--- src/rtl/io_nwell_bias_seq.sv ---
// io_nwell_bias_seq: power sequencer for the IO-ring n-well bias, pad retention and output enable.
// Defining IO_SEQ_TIMEOUT_EN adds a debounce timeout, a FAULT state and the fault_o port.
module io_nwell_bias_seq #(
    parameter int unsigned SYNC_STAGES     = 2,
    parameter int unsigned DEBOUNCE_CYCLES = 16,
    parameter int unsigned RAMP_CYCLES     = 64,
    parameter int unsigned TIMEOUT_CYCLES  = 1024,
    parameter int unsigned CNT_W           = 11
) (
    input  logic clk_i,
    input  logic rst_ni,
    input  logic bias_req_i,
    input  logic vddio_ok_i,
    output logic nw_bias_en_o,
    output logic io_ret_o,
    output logic io_oe_en_o,
`ifdef IO_SEQ_TIMEOUT_EN
    output logic fault_o,
`endif
    output logic ready_o
);
    typedef enum logic [2:0] {
        S_OFF, S_DEBOUNCE, S_RAMP, S_RELEASE, S_ACTIVE, S_SHUTDOWN
`ifdef IO_SEQ_TIMEOUT_EN
        , S_FAULT
`endif
    } state_e;

    localparam logic [CNT_W-1:0] DEB_LAST  = CNT_W'(DEBOUNCE_CYCLES - 1);
    localparam logic [CNT_W-1:0] RAMP_LAST = CNT_W'(RAMP_CYCLES - 1);

    if (SYNC_STAGES < 2 || DEBOUNCE_CYCLES < 1 || RAMP_CYCLES < 1 ||
        CNT_W < $clog2(DEBOUNCE_CYCLES + 1) || CNT_W < $clog2(RAMP_CYCLES + 1) ||
        CNT_W < $clog2(TIMEOUT_CYCLES + 1)) begin : g_param_check
        $error("io_nwell_bias_seq: illegal parameter combination");
    end

    logic [SYNC_STAGES-1:0] sync_q;
    logic                   ok_s, abort;
    state_e                 state_q, state_d;
    logic [CNT_W-1:0]       cnt_q, cnt_d;
`ifdef IO_SEQ_TIMEOUT_EN
    localparam logic [CNT_W-1:0] TMO_LAST = CNT_W'(TIMEOUT_CYCLES - 1);
    logic [CNT_W-1:0]       tmo_q, tmo_d;
`endif

    assign ok_s  = sync_q[SYNC_STAGES-1];
    assign abort = ~bias_req_i | ~ok_s;

    always_ff @(posedge clk_i or negedge rst_ni) begin
        if (!rst_ni) begin
            sync_q  <= '0;
            state_q <= S_OFF;
            cnt_q   <= '0;
`ifdef IO_SEQ_TIMEOUT_EN
            tmo_q   <= '0;
`endif
        end else begin
            sync_q  <= {sync_q[SYNC_STAGES-2:0], vddio_ok_i};
            state_q <= state_d;
            cnt_q   <= cnt_d;
`ifdef IO_SEQ_TIMEOUT_EN
            tmo_q   <= tmo_d;
`endif
        end
    end

    // Abort conditions are tested before counter expiry so shutdown always wins.
    always_comb begin
        state_d = state_q;
        case (state_q)
            S_OFF:      state_d = (bias_req_i && ok_s) ? S_DEBOUNCE : S_OFF;
            S_DEBOUNCE: begin
                if (!bias_req_i)                    state_d = S_OFF;
                else if (ok_s && cnt_q == DEB_LAST) state_d = S_RAMP;
`ifdef IO_SEQ_TIMEOUT_EN
                else if (tmo_q == TMO_LAST)         state_d = S_FAULT;
`endif
            end
            S_RAMP:     state_d = abort ? S_SHUTDOWN : (cnt_q == RAMP_LAST) ? S_RELEASE : S_RAMP;
            S_RELEASE:  state_d = abort ? S_SHUTDOWN : S_ACTIVE;
            S_ACTIVE:   state_d = abort ? S_SHUTDOWN : S_ACTIVE;
            S_SHUTDOWN: state_d = (cnt_q == RAMP_LAST) ? S_OFF : S_SHUTDOWN;
`ifdef IO_SEQ_TIMEOUT_EN
            S_FAULT:    state_d = bias_req_i ? S_FAULT : S_OFF;
`endif
            default:    state_d = S_OFF;
        endcase
        cnt_d = (state_d != state_q || (state_q == S_DEBOUNCE && !ok_s)) ? '0 :
                (&cnt_q ? cnt_q : cnt_q + 1'b1);
`ifdef IO_SEQ_TIMEOUT_EN
        tmo_d = (state_q != S_DEBOUNCE) ? '0 : (&tmo_q ? tmo_q : tmo_q + 1'b1);
`endif
    end

    assign nw_bias_en_o = state_q inside {S_RAMP, S_RELEASE, S_ACTIVE, S_SHUTDOWN};
    assign io_ret_o     = !(state_q inside {S_RELEASE, S_ACTIVE});
    assign io_oe_en_o   = state_q == S_ACTIVE;
    assign ready_o      = state_q == S_ACTIVE;
`ifdef IO_SEQ_TIMEOUT_EN
    assign fault_o      = state_q == S_FAULT;
`endif
endmodule

--- config.mk ---
export PLATFORM = sky130hd
export DESIGN_NAME = io_nwell_bias_seq
export DESIGN_NICKNAME = d
export VERILOG_FILES = /design/src/rtl/io_nwell_bias_seq.sv
export SDC_FILE = /design/constraint.sdc
export NUM_CORES = 1
export LEC_CHECK = 0
export BUFFER_PORTS_ARGS = -buffer_cell sky130_fd_sc_hd__buf_2
export CAP_MARGIN = 20
export CORE_MARGIN = 5
export CORE_UTILIZATION = 25
export CTS_CLUSTER_SIZE = 10
export DETAILED_ROUTE_END_ITERATION = 12
export HOLD_SLACK_MARGIN = 0.06
export PLACE_DENSITY = 0.38
export SLEW_MARGIN = 20
export SYNTH_ARGS = -nofsm -noshare
export SYNTH_HDL_FRONTEND = slang
export SYNTH_SLANG_ARGS = --single-unit
--- constraint.sdc ---
create_clock -name clk_i -period 2.05 [get_ports clk_i]
set_input_delay 0.1025 -clock clk_i [delete_from_list [all_inputs] [get_ports clk_i]]
set_output_delay 0.1025 -clock clk_i [all_outputs]
set_load 0.02 [all_outputs]
==> impl_metrics.toml <==
[run_status]
outcome = "finished, violations left"
failed_checks = "setup timing"

[yosys]
synthesis.nets = 110
synth_cell_type_count = 36
synthesis_warning_total = 0
synth.top_cell.area_share = 0.4020
post_synth_main_area_contributors = "sky130_fd_sc_hd__dfrtp_1, sky130_fd_sc_hd__nor3_2, sky130_fd_sc_hd__xor2_1, sky130_fd_sc_hd__nor2_1, sky130_fd_sc_hd__mux2i_1"
synth_largest_area_cell = "sky130_fd_sc_hd__dfrtp_1"
synth_ff_type = "sky130_fd_sc_hd__dfrtp_1"
yosysMostFrequentCell = "sky130_fd_sc_hd__dfrtp_1"
synthArstFlopShare = 1.000
synth_seq_area_share = 0.4020
netlist_area_um2 = 996.0
ys_ff_latch = 16
synth_commonest_cells = "sky130_fd_sc_hd__dfrtp_1, sky130_fd_sc_hd__nor2_1, sky130_fd_sc_hd__nor3_2"
syn_inst = 104
synth_enable_flop_cells = 0
syn-mean-instance-area_um2 = 9.576

[detailed_routing]
postRouteWirelength_um = 2508
avgRoutedWirePerCell_um = 12.93
detail_route.first_pass.iterations = 4
met3WireLength_um = 77
wl_met1_um = 1137
vias_per_cell = 4.716
drt_iter0_drc = 9
postRouteAntennaNets = 0
drc = 0
maxUsedRoutingLayer = "met4"
route.met2.wl_um = 1246
routed-via-count = 915

[clock_tree]
insertion_delay_ps = 250
cts_max_level = 1
clock_tree_from_tritoncts = "built"
cts.clk_slew.worst_paths_ps = 70
cts_sinks = 16
ctsRootBufferMaster = "sky130_fd_sc_hd__clkbuf_8"
cts_inserted_buffers = 3
clock_tree.buffer_depth = 2

[timing]
timing.final.setup_violations = 11
rsz_0062_raised_after_global_routing = "true"
finClkSkew_ps = 2.638
final_critical_path_setup_slack_ps = -214.5
timing.final.hold_violations = 0
final.min_clock_period_ps = 2264
max_clock_freq_ghz = 0.4416
hold_ws_ps = 302.4
drv_slew = 0
min_period_over_period = 1.105
tightest_slew_ps = 413.8
max_slew_margin = 0.7203

[power_and_ir_drop]
power_frac_seq = 0.513
powerDensity_mw_per_mm2 = 432.7
switching_share = 0.2057
power_switching_w = 0.0001281
intPower_w = 0.0004945
power_frac_comb = 0.025
report.power.total_w = 0.0006226
worst_ir_drop_vdd_mv = 0.1884
cellLeakagePower_nw = 0.6639
power.clock.fraction = 0.462

[cells_and_area]
utilization = 0.3650
final_net_count = 151
flow.area_growth_from_synthesis_pct = 44.47
final_layout_size_suffix_gt1_frac = 0.4028
insertedDiodeCount = 0
finish.instance_area_mm2 = 0.001439

[place]
detailed_place.area_mm2 = 0.001324
dpl.hpwl_um = 1945
place.port_buffers = 7
globalplace.congestion = 0.7648

[die]
floorplan.die.height_um = 73.12
start_util = 0.2526
core.rowCount = 23
dieWidth_um = 73.12
die-area_mm2 = 0.005346
floorplan.core_area_mm2 = 0.003943
ios = 8

[worst_setup_path]
nature_of_the_critical_path_endpoint = "flop"
worst_setup_path_start_kind = "flop"
crit_path_max_fanout = 5
critical_path_arrival_ps = 2440
worst_path_required_ps = 2230
setup.worst_path.class = "reg -> reg"

[grt]
antenna_found_initial = 0
wire_length_of_the_first_global_routing_pass_um = 4305
overflow = 0
first_global_vias = 956
grt_max_degree = 17
grt_util_all_layers = 0.1050

[job]
timing.max_cap.violations = 0

[min_path]
class_of_the_most_critical_hold_timing_path = "in -> async"
==> layout make-up <==
class	count	area (µm²)
repair buffers	42	331.6
clock buffers	4	55.05
well taps	50	62.56
flip-flops and latches	16	400.4
fillers	404	2504
multi-input cells	81	585.6
inverters	1	3.754
==> path summary, 6_finish.rpt <==
kind	from	end	slack [ps]	cells past startpoint
hold / removal	rst_ni	cnt_q[0]$_DFFE_PN0P_	300	2
hold reg to reg	sync_q[0]$_DFF_PN0_	sync_q[1]$_DFF_PN0_	360	0
setup / recovery	cnt_q[6]$_DFFE_PN0P_	cnt_q[5]$_DFFE_PN0P_	-210	8
max in group asynchronous	rst_ni	cnt_q[7]$_DFFE_PN0P_	1460	2
min in group clk_i	bias_req_i	state_q[2]$_DFF_PN0_	340	4
setup reg to reg	cnt_q[6]$_DFFE_PN0P_	cnt_q[5]$_DFFE_PN0P_	-210	8
==> logic make-up after synthesis <==
group / after synthesis / share of synthesized area
DFF: 16 / 0.4020
xor gates and xnor gates: 7 / 0.06156
AOI/OAI and AO/OA: 10 / 0.07916
muxes: 4 / 0.04020
adders and majority gates: 2 / 0.02512
and+or+nand+nor: 58 / 0.3530
buffers and inverters: 7 / 0.03894
==> power by group through the flow <==
stage | Clock, W | Combinational [W] | Sequential (W)
2_1_floorplan | 0 | 0.00000257 | 0.000325
3_3_place_gp | 0 | 0.0000127 | 0.000325
3_5_place_dp | 0 | 0.0000129 | 0.000325
4_1_cts | 0.000296 | 0.0000159 | 0.000319
5_1_grt | 0.000307 | 0.0000181 | 0.000319
6_report | 0.000288 | 0.0000154 | 0.000319
==> timing repair <==
action                                  4_1_cts  5_1_grt
resized for setup                             2        2
pin swaps                                     4        6
endpoints found under the setup margin       11       11
buffers inserted                              1        1
hold buffers                                  2        0
hold endpoints to repair                     17        0
==> cells in the final DEF (no fill, tap or decap), types with 3 or more instances in the layout <==
master	count
sky130_fd_sc_hd__xor2_1	6
sky130_fd_sc_hd__nand2_1	7
sky130_fd_sc_hd__mux2i_1	4
sky130_fd_sc_hd__buf_2	7
sky130_fd_sc_hd__dfrtp_1	16
sky130_fd_sc_hd__nor3_2	9
sky130_fd_sc_hd__nor2_1	13
sky130_fd_sc_hd__and3_1	3
sky130_fd_sc_hd__nand2b_1	3
sky130_fd_sc_hd__nand3_1	8
sky130_fd_sc_hd__buf_4	30
sky130_fd_sc_hd__clkbuf_8	4
==> registers in the layout (all words and copies together) (netlist names) <==
signal	cells
cnt_q	11
state_q	3
sync_q	2
==> critical path: stages, from the launching register on <==
cell	delay, ps
sky130_fd_sc_hd__dfrtp_1	380
sky130_fd_sc_hd__or4_1	520
sky130_fd_sc_hd__or3_4	350
sky130_fd_sc_hd__mux2i_1	120
sky130_fd_sc_hd__a31oi_1	240
sky130_fd_sc_hd__xor2_1	100
sky130_fd_sc_hd__buf_4	180
sky130_fd_sc_hd__buf_12	140
sky130_fd_sc_hd__nor3_4	160
==> layer usage <==
metal / GRT usage / vias up
met5: 0 / -
met4: 0.04918 / 0
met3: 0.02066 / 4
met2: 0.1778 / 12
met1: 0.1266 / 440
li1: - / 459
==> metrics by stage <==
stage          instances  setup WS (ps)  TNS [ps]
2_1_floorplan        104         -123.1     -1246
3_3_place_gp         186         -193.0     -1715
3_5_place_dp         186         -212.9     -2011
4_1_cts              193         -222.8     -2275
5_1_grt              194         -298.1     -3051
6_report             194         -214.5     -2064
Note: power is estimated with default switching activity, not from simulation.
